--- src/rtl/wishbone_master_port.sv ---
// Single-transfer classic Wishbone initiator with a bus-timeout abort and a
// sticky rising-edge interrupt flag. It bridges a host command/response handshake.
module wishbone_master_port #(
    parameter logic [15:0] TIMEOUT = 16'd256
) (
    input  logic        clk,
    input  logic        rst,
    input  logic        cmd_stb_i,
    input  logic        cmd_we_i,
    input  logic [31:0] cmd_adr_i,
    input  logic [31:0] cmd_dat_i,
    output logic        cmd_busy_o,
    output logic        rsp_stb_o,
    output logic [31:0] rsp_dat_o,
    output logic        rsp_err_o,
    output logic        int_pending_o,
    input  logic        int_clr_i,
    output logic        wbm_we_o,
    output logic        wbm_cyc_o,
    output logic        wbm_stb_o,
    output logic [31:0] wbm_adr_o,
    output logic [31:0] wbm_dat_o,
    input  logic [31:0] wbm_dat_i,
    input  logic        wbm_ack_i,
    input  logic        wbm_int_i
);

    typedef enum logic {
        IDLE   = 1'b0,
        ACTIVE = 1'b1
    } state_t;

    localparam logic [15:0] TMO_LIMIT = TIMEOUT - 16'd1;

    state_t      state;
    logic [15:0] tmo_cnt;
    logic        int_sync;
    logic        int_hist;

    // cyc, stb and busy are all a direct view of the one-bit state register,
    // so they drop the instant reset is asserted.
    assign cmd_busy_o = (state == ACTIVE);
    assign wbm_cyc_o  = (state == ACTIVE);
    assign wbm_stb_o  = (state == ACTIVE);

    // NOTE: all state updates use non-blocking assignments so every register
    // samples the pre-edge values regardless of statement order.
    always_ff @(posedge clk or negedge rst) begin
        if (!rst) begin
            state     <= IDLE;
            tmo_cnt   <= 16'd0;
            rsp_stb_o <= 1'b0;
            rsp_dat_o <= 32'd0;
            rsp_err_o <= 1'b0;
            wbm_we_o  <= 1'b0;
            wbm_adr_o <= 32'd0;
            wbm_dat_o <= 32'd0;
        end else begin
            rsp_stb_o <= 1'b0;
            case (state)
                IDLE: begin
                    if (cmd_stb_i) begin
                        wbm_we_o  <= cmd_we_i;
                        wbm_adr_o <= cmd_adr_i;
                        wbm_dat_o <= cmd_dat_i;
                        tmo_cnt   <= 16'd0;
                        state     <= ACTIVE;
                    end
                end
                ACTIVE: begin
                    // Ack is tested first so it wins over a coincident timeout.
                    if (wbm_ack_i) begin
                        rsp_dat_o <= wbm_we_o ? 32'd0 : wbm_dat_i;
                        rsp_err_o <= 1'b0;
                        rsp_stb_o <= 1'b1;
                        state     <= IDLE;
                    end else if ((TIMEOUT != 16'd0) && (tmo_cnt == TMO_LIMIT)) begin
                        rsp_dat_o <= 32'd0;
                        rsp_err_o <= 1'b1;
                        rsp_stb_o <= 1'b1;
                        state     <= IDLE;
                    end else if (tmo_cnt != 16'hFFFF) begin
                        tmo_cnt <= tmo_cnt + 16'd1;
                    end
                end
                default: state <= IDLE;
            endcase
        end
    end

    // Interrupt line is registered once, then compared with its delayed copy;
    // a set in the same cycle as a clear takes priority.
    always_ff @(posedge clk or negedge rst) begin
        if (!rst) begin
            int_sync      <= 1'b0;
            int_hist      <= 1'b0;
            int_pending_o <= 1'b0;
        end else begin
            int_sync <= wbm_int_i;
            int_hist <= int_sync;
            if (int_sync && !int_hist) begin
                int_pending_o <= 1'b1;
            end else if (int_clr_i) begin
                int_pending_o <= 1'b0;
            end
        end
    end

endmodule

--- config.mk ---
export PLATFORM = sky130hd
export DESIGN_NAME = wishbone_master_port
export DESIGN_NICKNAME = d
export VERILOG_FILES = /design/src/rtl/wishbone_master_port.sv
export SDC_FILE = /design/constraint.sdc
export NUM_CORES = 1
export LEC_CHECK = 0
export CAP_MARGIN = 20
export CELL_PAD_IN_SITES_DETAIL_PLACEMENT = 1
export CELL_PAD_IN_SITES_GLOBAL_PLACEMENT = 2
export CORE_MARGIN = 2
export CORE_UTILIZATION = 26
export DETAILED_ROUTE_END_ITERATION = 16
export PLACE_DENSITY_LB_ADDON = 0.2
export SKIP_CTS_REPAIR_TIMING = 1
export SLEW_MARGIN = 20
export SYNTH_ARGS = -nofsm -noshare
export SYNTH_HDL_FRONTEND = slang
export SYNTH_SLANG_ARGS = --single-unit
--- constraint.sdc ---
create_clock -name clk -period 3.2 [get_ports clk]
set_input_delay 0.64 -clock clk [delete_from_list [all_inputs] [get_ports clk]]
set_output_delay 0.64 -clock clk [all_outputs]
set_load 0.1 [all_outputs]
==> metrics.yaml, run 1 <==
status:
  status: "finished clean"
setup_path:
  critPathKind: "register to register"
  cp-end-kind: "register"
  worst_r2r_path_depth: 5
  endpoint: "tmo_cnt[14]$_DFFE_PN0P_"
  cp.arrival_ns: 2.45
  crit_fanout: 13
  startpoint_type: "register"
  r2r_start: "tmo_cnt[11]$_DFFE_PN0P_"
  r2r_slack_ns: 1.04
  required_ns: 3.49
  startpoint: "tmo_cnt[11]$_DFFE_PN0P_"
  r2r-end: "tmo_cnt[14]$_DFFE_PN0P_"
sta:
  fin_crit_sh_pct: 67.42
  tightest_slew_ns: 0.8099
  hold_ws_ns: 0.3011
  fin_crit_ns: 2.157
  rsz0062_at_grt: "no"
  max_slew_margin_pct: 46.01
  hold_viol: 0
  finalSetupTns_ns: 0
  setup_slack_ns: 1.043
  clock-skew-final_ns: 0.01170
  slew_viol_final: 0
  max_freq_mhz: 463.5
  setup_violations: 0
synthesis:
  yosys_register_bits: 119
  postSynth.asyncResetShare_pct: 100.0
  syn-cell-area_um2: 4926
  synthFlopType: "dfrtp_1"
  yosys_warnings: 0
  syn_inst: 541
  synth_edf_count: 0
  synth.avg_cell_area_um2: 9.105
  yosysSeqAreaShare_pct: 60.45
  syn_nets: 645
  ys_types: 48
global_route:
  grt_use_total_pct: 15.61
  grt_start_max_net_pins: 61
  grt_overflow: 0
  first_global_vias: 4732
  antenna_found_initial: 0
  grt_pass1_wl_mm: 24.63
drt:
  ant_nets: 0
  drtPass1Iterations: 4
  post_drt_wl_per_cell_um: 15.59
  drtIter0Drc: 137
  avgViaCountPerCell: 4.542
  vias: 4478
  wirelength_mm: 15.37
  drcViolationCount: 0
floorplanning:
  fp.dieW_um: 141.6
  dieArea_um2: 20060
  ios: 206
  die_y_um: 141.6
  rows: 50
  core_area_um2: 18640
  start_util_pct: 26.42
cells_and_area:
  nets: 845
  syn2layout_area_growth_pct: 54.36
  antennaDiodeCount: 0
  fin_cells: 986
  final-seq-area_um2: 2978
  fillers: 2123
  drive_gt1_share_pct: 20.48
  multiInputGateArea_um2: 1782
pwr:
  ir_drop_uv: 393.3
  report.power.total_w: 0.006890
  power.leakage_nw: 3.870
  p_per_area_nw_per_um2: 906.2
placed_design:
  hpwl_mm: 10.63
  preCtsSetupSlack_ns: 0.7471
  place.gp.congestion: 0.7848
  place_inst: 956
  port_buffers: 205
hold_path:
  worstHoldPathType: "input port to asynchronous set/reset pin"
flow_run:
  maxCapViolations: 0
clocking:
  cts-buffers-inserted: 17
  clkSinkCount: 119
  clk_pin_slew_worst_paths_ns: 0.05
  cts_root_buf: "clkbuf_16"
  clk_path_buf_depth: 2
  cts_max_level: 4
  clk_latency_ns: 0.42
  cts_tree: "yes"
==> cell usage after synthesis, types with 2 or more instances <==
library cell | number | share of area (%)
a211o_1 | 2 | 0.36
a21oi_1 | 6 | 0.61
and3_1 | 4 | 0.51
buf_4 | 2 | 0.30
buf_6 | 4 | 0.91
clkbuf_1 | 24 | 1.8
dfrtp_1 | 119 | 60
inv_1 | 5 | 0.38
mux2i_1 | 2 | 0.41
nand2_1 | 268 | 20
nand2b_1 | 2 | 0.25
nand3_1 | 42 | 4.3
nand4_1 | 5 | 0.64
nor2_1 | 9 | 0.69
nor2b_1 | 2 | 0.25
nor3_1 | 2 | 0.20
o211ai_1 | 3 | 0.46
o21ai_0 | 6 | 0.61
o22ai_1 | 2 | 0.25
or3_1 | 2 | 0.25
or4_4 | 2 | 0.46
xor2_1 | 2 | 0.36
==> routing by layer <==
layer,track usage [%],vias to the layer above,wire [um]
li1,-,2142,-
met1,18.99,2160,6571
met2,25.24,159,7132
met3,6.210,17,1470
met4,5.421,0,196
met5,0,-,0
==> worst min-delay path by stage <==
| stage | endpoint | depth (start not counted) | startpoint | slack, ns |
|---|---|---|---|---|
| after floorplan | cmd_busy_o$_DFF_PN0_ | 0 | rst | 0.34 |
| after global routing | wbm_adr_o[17]$_DFFE_PN0P_ | 1 | rst | 0.37 |
| after global placement | int_hist$_DFF_PN0_ | 0 | int_sync$_DFF_PN0_ | 0.36 |
| after CTS | wbm_adr_o[17]$_DFFE_PN0P_ | 1 | rst | 0.34 |
| final | wbm_adr_o[17]$_DFFE_PN0P_ | 1 | rst | 0.30 |
| after detailed placement | int_hist$_DFF_PN0_ | 0 | int_sync$_DFF_PN0_ | 0.36 |
==> critical path, stage by stage, from the launching register on <==
cell     delay (ns)
dfrtp_1        0.46
or4_4          0.60
o22a_4         0.31
o21ai_4        0.32
nor3_1         0.09
a211o_1        0.27
==> sequential cells by signal, indices dropped and copies added (netlist names) <==
register / cells
wbm_we_o: 1
int_pending_o: 1
wbm_adr_o: 32
rsp_stb_o: 1
wbm_dat_o: 32
int_hist: 1
rsp_dat_o: 32
cmd_busy_o: 1
int_sync: 1
tmo_cnt: 16
rsp_err_o: 1
==> through the flow <==
step | instance area [um^2] | util [%]
6_report | 7604 | 40.79
4_1_cts | 7604 | 40.79
3_5_place_dp | 6945 | 37.26
5_1_grt | 7604 | 40.79
2_1_floorplan | 4926 | -
3_3_place_gp | 6945 | 37.26
==> power by group <==
group	total [W]	switching [W]	leakage (nW)	internal, W
sequential	0.00191	0.000154	1.53	0.00176
clock	0.00215	0.000662	0.319	0.00149
combinational	0.00283	0.00228	2.03	0.000549
==> final cells by class <==
class	count	area share (%)
Sequential cell	119	39.16
Timing Repair Buffer	212	24.58
Multi-Input combinational cell	385	23.43
Clock buffer	21	6.056
Tap cell	234	3.851
Clock inverter	9	2.600
Inverter	6	0.3127
==> cell usage in the layout (no fill, tap or decap), types with 3 or more instances in the layout <==
master,count
a21oi_1,6
nand3_1,42
inv_1,5
o211ai_1,3
and3_1,4
dfrtp_1,119
nand4_1,5
bufinv_16,6
buf_4,109
o21ai_0,6
clkbuf_16,17
clkdlybuf4s50_1,101
nand2_1,268
nor2_1,8
clkinv_2,3
==> kinds of logic (layout without fill, tap and decap cells) <==
logic type | count (synthesis) | in the layout | synth area share (%)
compound gates | 35 | 35 | 5.614
xor+xnor | 2 | 2 | 0.3557
fa+ha+maj | 1 | 1 | 0.2540
buf+inv | 37 | 248 | 3.632
flops | 119 | 119 | 60.45
mux | 2 | 2 | 0.4064
simple gates | 345 | 345 | 29.29
(Power assumes the default switching activity.)
==> run 2: changes to the inputs <==
--- a/config.mk
+++ b/config.mk
@@ -9,7 +9,7 @@
 export CELL_PAD_IN_SITES_DETAIL_PLACEMENT = 1
 export CELL_PAD_IN_SITES_GLOBAL_PLACEMENT = 2
 export CORE_MARGIN = 2
-export CORE_UTILIZATION = 26
+export CORE_UTILIZATION = 24
 export DETAILED_ROUTE_END_ITERATION = 16
 export PLACE_DENSITY_LB_ADDON = 0.2
 export SKIP_CTS_REPAIR_TIMING = 1
==> constraint.sdc (replaced) <==
create_clock -name clk -period 2.3 [get_ports clk]
set_input_delay 0.46 -clock clk [delete_from_list [all_inputs] [get_ports clk]]
set_output_delay 0.46 -clock clk [all_outputs]
set_load 0.1 [all_outputs]
==> run 2 against run 1 <==
  * Flip-flop and latch count unchanged
  * Clock power increased by 20%
  * Via count increased by 0.94%
  * Register-to-register slack got worse by 0.90 ns
  * Sequential share of layout area decreased by 0.32 points
  * Critical endpoint unchanged
  * Largest cell class unchanged
  * Largest power group unchanged
==> metrics.yaml, run 2 (synthesis gave the netlist of run 1 again) <==
cells_and_area:
  final_core_util_pct: 38.02  # -2.8 points
  final_common_cell: "nand2_1"
  mostFrequentLayoutCells: "268 x nand2_1, 118 x buf_4, 118 x dfrtp_1"
  final-seq-area_um2: 2979  # about the same
  multiInputGateArea_um2: 1782  # unchanged
  fillers: 2330  # +9.8%
  syn2layout_area_growth_pct: 55.68
  reg.largest.list: "rsp_dat_o: 32 flops, wbm_adr_o: 32 flops, wbm_dat_o: 32 flops"
  nets: 856  # +1.3%
  finalInstanceArea_um2: 7669  # +0.86%
  antennaDiodeCount: 0  # unchanged
  drive_gt1_share_pct: 21.86  # +1.4 points
setup_path:
  cp_slowest_cell: "or4_4"
  worst_r2r_path_depth: 5  # unchanged
  crit_fanout: 13  # unchanged
  slowest_delay_ns: 0.61  # about the same
  path_cells: "or4_4 -> o22a_4 -> o21ai_4 -> nor3_1 -> a211o_1"
  critPathKind: "register to register"
  endpoint: "tmo_cnt[14]$_DFFE_PN0P_"
  startpoint: "tmo_cnt[14]$_DFFE_PN0P_"
  cp.arrival_ns: 2.45  # about the same
  required_ns: 2.59  # -0.90 ns
  r2r-end: "tmo_cnt[14]$_DFFE_PN0P_"
  r2r_slack_ns: 0.14  # -0.90 ns
  r2r_start: "tmo_cnt[14]$_DFFE_PN0P_"
  cp-end-kind: "register"
  startpoint_type: "register"
drt:
  drcViolationCount: 0  # unchanged
  avgViaCountPerCell: 4.371  # -3.7%
  drtPass1Iterations: 4  # unchanged
  vias: 4520  # +0.94%
  post_drt_wl_per_cell_um: 15.13  # -2.9%
  wirelength_mm: 15.65  # +1.8%
  ant_nets: 0  # unchanged
  drtIter0Drc: 123  # -10%
placed_design:
  placed_cell_area_um2: 7079  # +1.9%
  hpwl_mm: 11.23  # +5.6%
  place.gp.congestion: 0.8150  # +3.8%
  port_buffers: 205  # unchanged
pwr:
  p_per_area_nw_per_um2: 1197  # +32%
  pwr-share-clk_pct: 28.0  # -3.2 points
  ir_drop_uv: 457.7  # +16%
  swShare_pct: 46.90  # +2.0 points
  internal_power_w: 0.004874  # +28%
  switchingPower_w: 0.004306  # +39%
  power_frac_seq_pct: 29.0  # +1.2 points
  combPwrFrac_pct: 43.0  # +2.0 points
  power.leakage_nw: 3.889  # +0.48%
sta:
  max_slew_margin_pct: 66.16  # +20 points
  fin_crit_ns: 2.156  # -0.001514 ns
  tightest_slew_ns: 0.5070  # -0.3028 ns
  finalSetupTns_ns: 0  # unchanged
  clock-skew-final_ns: 0.006224  # -0.005473 ns
  fin_crit_sh_pct: 93.73  # +26 points
  max_freq_mhz: 463.9  # about the same
  hold_viol: 0  # unchanged
  setup_violations: 0  # unchanged
  slew_viol_final: 0  # unchanged
  rsz0062_at_grt: "no"
floorplanning:
  die_y_um: 147.3  # +4.0%
  dieArea_um2: 21690  # +8.1%
  rows: 52  # +4.0%
  fp.dieW_um: 147.3  # +4.0%
  start_util_pct: 24.42  # -2.0 points
  ios: 206  # unchanged
  core_area_um2: 20170  # +8.2%
global_route:
  grt_use_total_pct: 14.78  # -0.83 points
  grt_start_max_net_pins: 65  # +6.6%
  antenna_found_initial: 0  # unchanged
  first_global_vias: 4844  # +2.4%
  grt_pass1_wl_mm: 25.41  # +3.2%
  grt_overflow: 0  # unchanged
status:
  status: "finished clean"
clocking:
  cts_max_level: 4  # unchanged
  clkSinkCount: 119  # unchanged
  clk_path_buf_depth: 2  # unchanged
  cts_tree: "yes"
  cts_root_buf: "clkbuf_16"
  clk_latency_ns: 0.41  # about the same
  clk_pin_slew_worst_paths_ns: 0.06  # about the same
  cts-buffers-inserted: 17  # unchanged
hold_path:
  worstHoldPathType: "register to register"
flow_run:
  maxCapViolations: 0  # unchanged
## run 2: critical path, delay by kind of cell, from the launching register on
| family | cells | cell delay (ns) |
|---|---|---|
| compound gates | 3 | 0.90 |
| flops | 1 | 0.43 |
| simple gates | 2 | 0.71 |
## run 2: power by group through the flow
stage	sequential (W)	clock [W]	combinational (W)
floorplan	0.00513	0	0.000499
global placement	0.00268	0	0.00395
detailed placement	0.00269	0	0.00399
CTS	0.00267	0.00266	0.00399
global route	0.00271	0.00278	0.00411
finish	0.00266	0.00257	0.00395
## run 2: per-layer routing
layer / GRT usage [%] / share of wire, %
met5: 0 / 0
met4: 5.192 / 1.5
met3: 5.280 / 6.6
met2: 24.60 / 48
met1: 17.72 / 44
## run 2: final cells by class
cell class,count,share of cell area [%]
clock inverter,7,0.8811
clock buffer,24,6.673
multi-input combinational,385,23.23
inverter,6,0.3100
tap,270,4.405
timing repair buffer,223,25.65
sequential,119,38.85
## run 2: through the flow
stage | instances | hold WS (ns) | power, W | setup slack (ns)
floorplan | 541 | 0.1644 | 0.005628 | 0.2663
global placement | 1002 | 0.3573 | 0.006626 | 0.1876
detailed placement | 1002 | 0.3649 | 0.006682 | 0.1426
CTS | 1033 | -0.04486 | 0.009318 | 0.1427
global route | 1034 | 0.4090 | 0.009599 | 0.005744
finish | 1034 | 0.3797 | 0.009179 | 0.1442
## run 2: worst min path at each step
stage	startpoint	to	slack [ns]	depth (start not counted)
finish	int_sync$_DFF_PN0_	int_hist$_DFF_PN0_	0.38	0
floorplan	rst	cmd_busy_o$_DFF_PN0_	0.16	0
CTS	rst	rsp_dat_o[2]$_DFFE_PN0P_	-0.04	1
global route	int_sync$_DFF_PN0_	int_hist$_DFF_PN0_	0.41	0
global placement	int_sync$_DFF_PN0_	int_hist$_DFF_PN0_	0.36	0
detailed placement	int_sync$_DFF_PN0_	int_hist$_DFF_PN0_	0.36	0
==> run 3: changes to the inputs <==
--- a/config.mk
+++ b/config.mk
@@ -8,10 +8,12 @@
 export CAP_MARGIN = 20
 export CELL_PAD_IN_SITES_DETAIL_PLACEMENT = 1
 export CELL_PAD_IN_SITES_GLOBAL_PLACEMENT = 2
+export CORE_ASPECT_RATIO = 1.25
 export CORE_MARGIN = 2
 export CORE_UTILIZATION = 24
 export DETAILED_ROUTE_END_ITERATION = 16
 export PLACE_DENSITY_LB_ADDON = 0.2
+export RECOVER_POWER = 25
 export SKIP_CTS_REPAIR_TIMING = 1
 export SLEW_MARGIN = 20
 export SYNTH_ARGS = -nofsm -noshare
==> run 3 against run 2 <==
  * Largest power group unchanged
  * First-iteration DRC count is 1.6% higher
  * Worst hold slack is essentially flat
  * Worst setup slack worse by 0.0058 ns
  * Highest routed layer unchanged
  * Register-to-register slack hardly changed
  * The flow now finishes with violations (max-capacitance violations, max-slew violations)
  * Flip-flop and latch count stayed put
  * Cell area increased by 0.52%
  * Global-route usage increased by 0.30 points
  * Critical endpoint unchanged
  * Routed wire length up 1.6%
  * Cell count decreased by 0.29%
  * Non-clock buffer count shrank 4
  * Sequential power is essentially flat
==> metrics.yaml, run 3 (synthesis gave the netlist of run 1 again) <==
status:
  status: "finished, violations left"
  violations: "max-capacitance violations, max-slew violations"
placed_design:
  port_buffers: 205  # unchanged
  place.gp.congestion: 0.8151  # about the same
  place_inst: 999  # -0.30%
  hpwl_mm: 11.19  # -0.36%
pwr:
  internal_power_w: 0.005191  # +6.5%
  power_frac_seq_pct: 27.7  # -1.3 points
  p_per_area_nw_per_um2: 1245  # +4.0%
  switchingPower_w: 0.004409  # +2.4%
  pwr-share-clk_pct: 31.3  # +3.3 points
  swShare_pct: 45.93  # -0.98 points
  combPwrFrac_pct: 41.0  # -2.0 points
  power.leakage_nw: 3.898  # +0.23%
  ir_drop_uv: 644.2  # +41%
drt:
  post_drt_wl_per_cell_um: 15.42  # +1.9%
  vias: 4555  # +0.77%
  drcViolationCount: 0  # unchanged
  drtIter0Drc: 125  # +1.6%
  avgViaCountPerCell: 4.418  # +1.1%
  drtPass1Iterations: 4  # unchanged
  ant_nets: 0  # unchanged
  wirelength_mm: 15.90  # +1.6%
setup_path:
  path_cells: "or4_4 -> o22a_4 -> o21ai_4 -> nor3_1 -> a211o_1"
  crit_fanout: 13  # unchanged
  cp_slowest_cell: "or4_4"
  r2r_slack_ns: 0.14  # about the same
  critPathKind: "register to register"
  slowest_delay_ns: 0.61  # about the same
  cp-end-kind: "register"
  critPathBufInv: 0  # unchanged
  startpoint_type: "register"
  cp.arrival_ns: 2.45  # about the same
  required_ns: 2.59  # about the same
  cp_top_family: "compound AO/OA/AOI/OAI gates"
cells_and_area:
  syn2layout_area_growth_pct: 56.49
  final_common_cell: "nand2_1"
  nets: 852  # -0.47%
  final-seq-area_um2: 2979  # unchanged
  multiInputGateArea_um2: 1782  # unchanged
  mostFrequentLayoutCells: "268 x nand2_1, 118 x dfrtp_1, 112 x buf_4"
  fin_cells: 1031  # -0.29%
  reg.largest.list: "rsp_dat_o: 32 flops, wbm_adr_o: 32 flops, wbm_dat_o: 32 flops"
  fillers: 2344  # +0.60%
  drive_gt1_share_pct: 21.55  # -0.31 points
  antennaDiodeCount: 0  # unchanged
global_route:
  grt_start_max_net_pins: 65  # unchanged
  grt_use_total_pct: 15.08  # +0.30 points
  grt_overflow: 0  # unchanged
  antenna_found_initial: 0  # unchanged
  grt_pass1_wl_mm: 26.10  # +2.7%
  first_global_vias: 5018  # +3.6%
sta:
  clock-skew-final_ns: 0.009426  # +0.003202 ns
  finalSetupTns_ns: 0  # unchanged
  tightest_slew_ns: 1.676  # +1.169 ns
  slew_viol_final: 65  # +65
  setup_violations: 0  # unchanged
  rsz0062_at_grt: "no"
  max_freq_mhz: 462.6  # -0.27%
  hold_viol: 0  # unchanged
  fin_crit_ns: 2.162  # +0.005850 ns
  fin_crit_sh_pct: 93.98  # +0.25 points
  max_slew_margin_pct: -11.72  # -78 points
floorplanning:
  dieArea_um2: 21690  # about the same
  start_util_pct: 24.51  # +0.082 points
  rows: 58  # +12%
  fp.dieW_um: 132.1  # -10%
  die_y_um: 164.2  # +11%
  core_area_um2: 20100  # -0.33%
  ios: 206  # unchanged
hold_path:
  worstHoldPathType: "register to register"
clocking:
  cts_root_buf: "clkbuf_16"
  clkSinkCount: 119  # unchanged
  clk_latency_ns: 0.41  # about the same
  clk_path_buf_depth: 2  # unchanged
  cts_tree: "yes"
  cts_max_level: 4  # unchanged
  clk_pin_slew_worst_paths_ns: 0.06  # about the same
  cts-buffers-inserted: 17  # unchanged
flow_run:
  maxCapViolations: 1  # +1
## run 3: cell types whose count changed in the layout (fill, tap and decap cells not counted), sizes merged
cell         previous run  this run
clkinv                  4         3
buf                   121       115
inv                     5         9
dlygate4sd3             1         0
bufinv                  1         5
clkbuf                 24        22
clkinvlp                3         2
## run 3: power by group through the flow
stage	Combinational, W	Clock [W]	Sequential, W
after floorplan	0.000499	0	0.00513
final	0.00394	0.00300	0.00266
after detailed placement	0.00399	0	0.00269
after CTS	0.00399	0.00310	0.00266
after global placement	0.00396	0	0.00268
after global routing	0.00410	0.00319	0.00271
## run 3: layer usage
layer	wire [um]	GRT usage (%)	up-vias
li1	-	-	2160
met1	6488	17.15	2215
met2	7819	25.73	163
met3	1390	6.296	17
met4	196	4.842	0
met5	0	0	-
## run 3: area by class of cell
type | count | area share, %
clock buffer | 19 | 5.746
clock inverter | 13 | 2.824
inverter | 6 | 0.3084
multi-input combinational | 385 | 23.11
sequential | 119 | 38.65
tap | 270 | 4.382
timing repair buffer | 219 | 24.98
## run 3: through the flow
step	setup WS (ns)	instance area (um^2)	hold WS [ns]	total power, W	util, %
after floorplan	0.2663	4927	0.1644	0.005628	-
after global placement	0.1032	7082	0.3635	0.006639	35.23
after detailed placement	0.09343	7082	0.3762	0.006684	35.23
after CTS	0.1156	7742	0.06375	0.009754	38.52
after global routing	0.02887	7709	0.3976	0.01001	38.35
final	0.1384	7709	0.3795	0.009599	38.35
## run 3: worst paths after layout
path,start,end,cells after the start
setup / recovery,tmo_cnt[14]$_DFFE_PN0P_,tmo_cnt[14]$_DFFE_PN0P_,5
hold / removal,int_sync$_DFF_PN0_,int_hist$_DFF_PN0_,0
setup reg to reg,tmo_cnt[14]$_DFFE_PN0P_,tmo_cnt[14]$_DFFE_PN0P_,5
hold reg to reg,int_sync$_DFF_PN0_,int_hist$_DFF_PN0_,0
max in group asynchronous,rst,wbm_adr_o[21]$_DFFE_PN0P_,2
min in group asynchronous,rst,tmo_cnt[7]$_DFFE_PN0P_,2
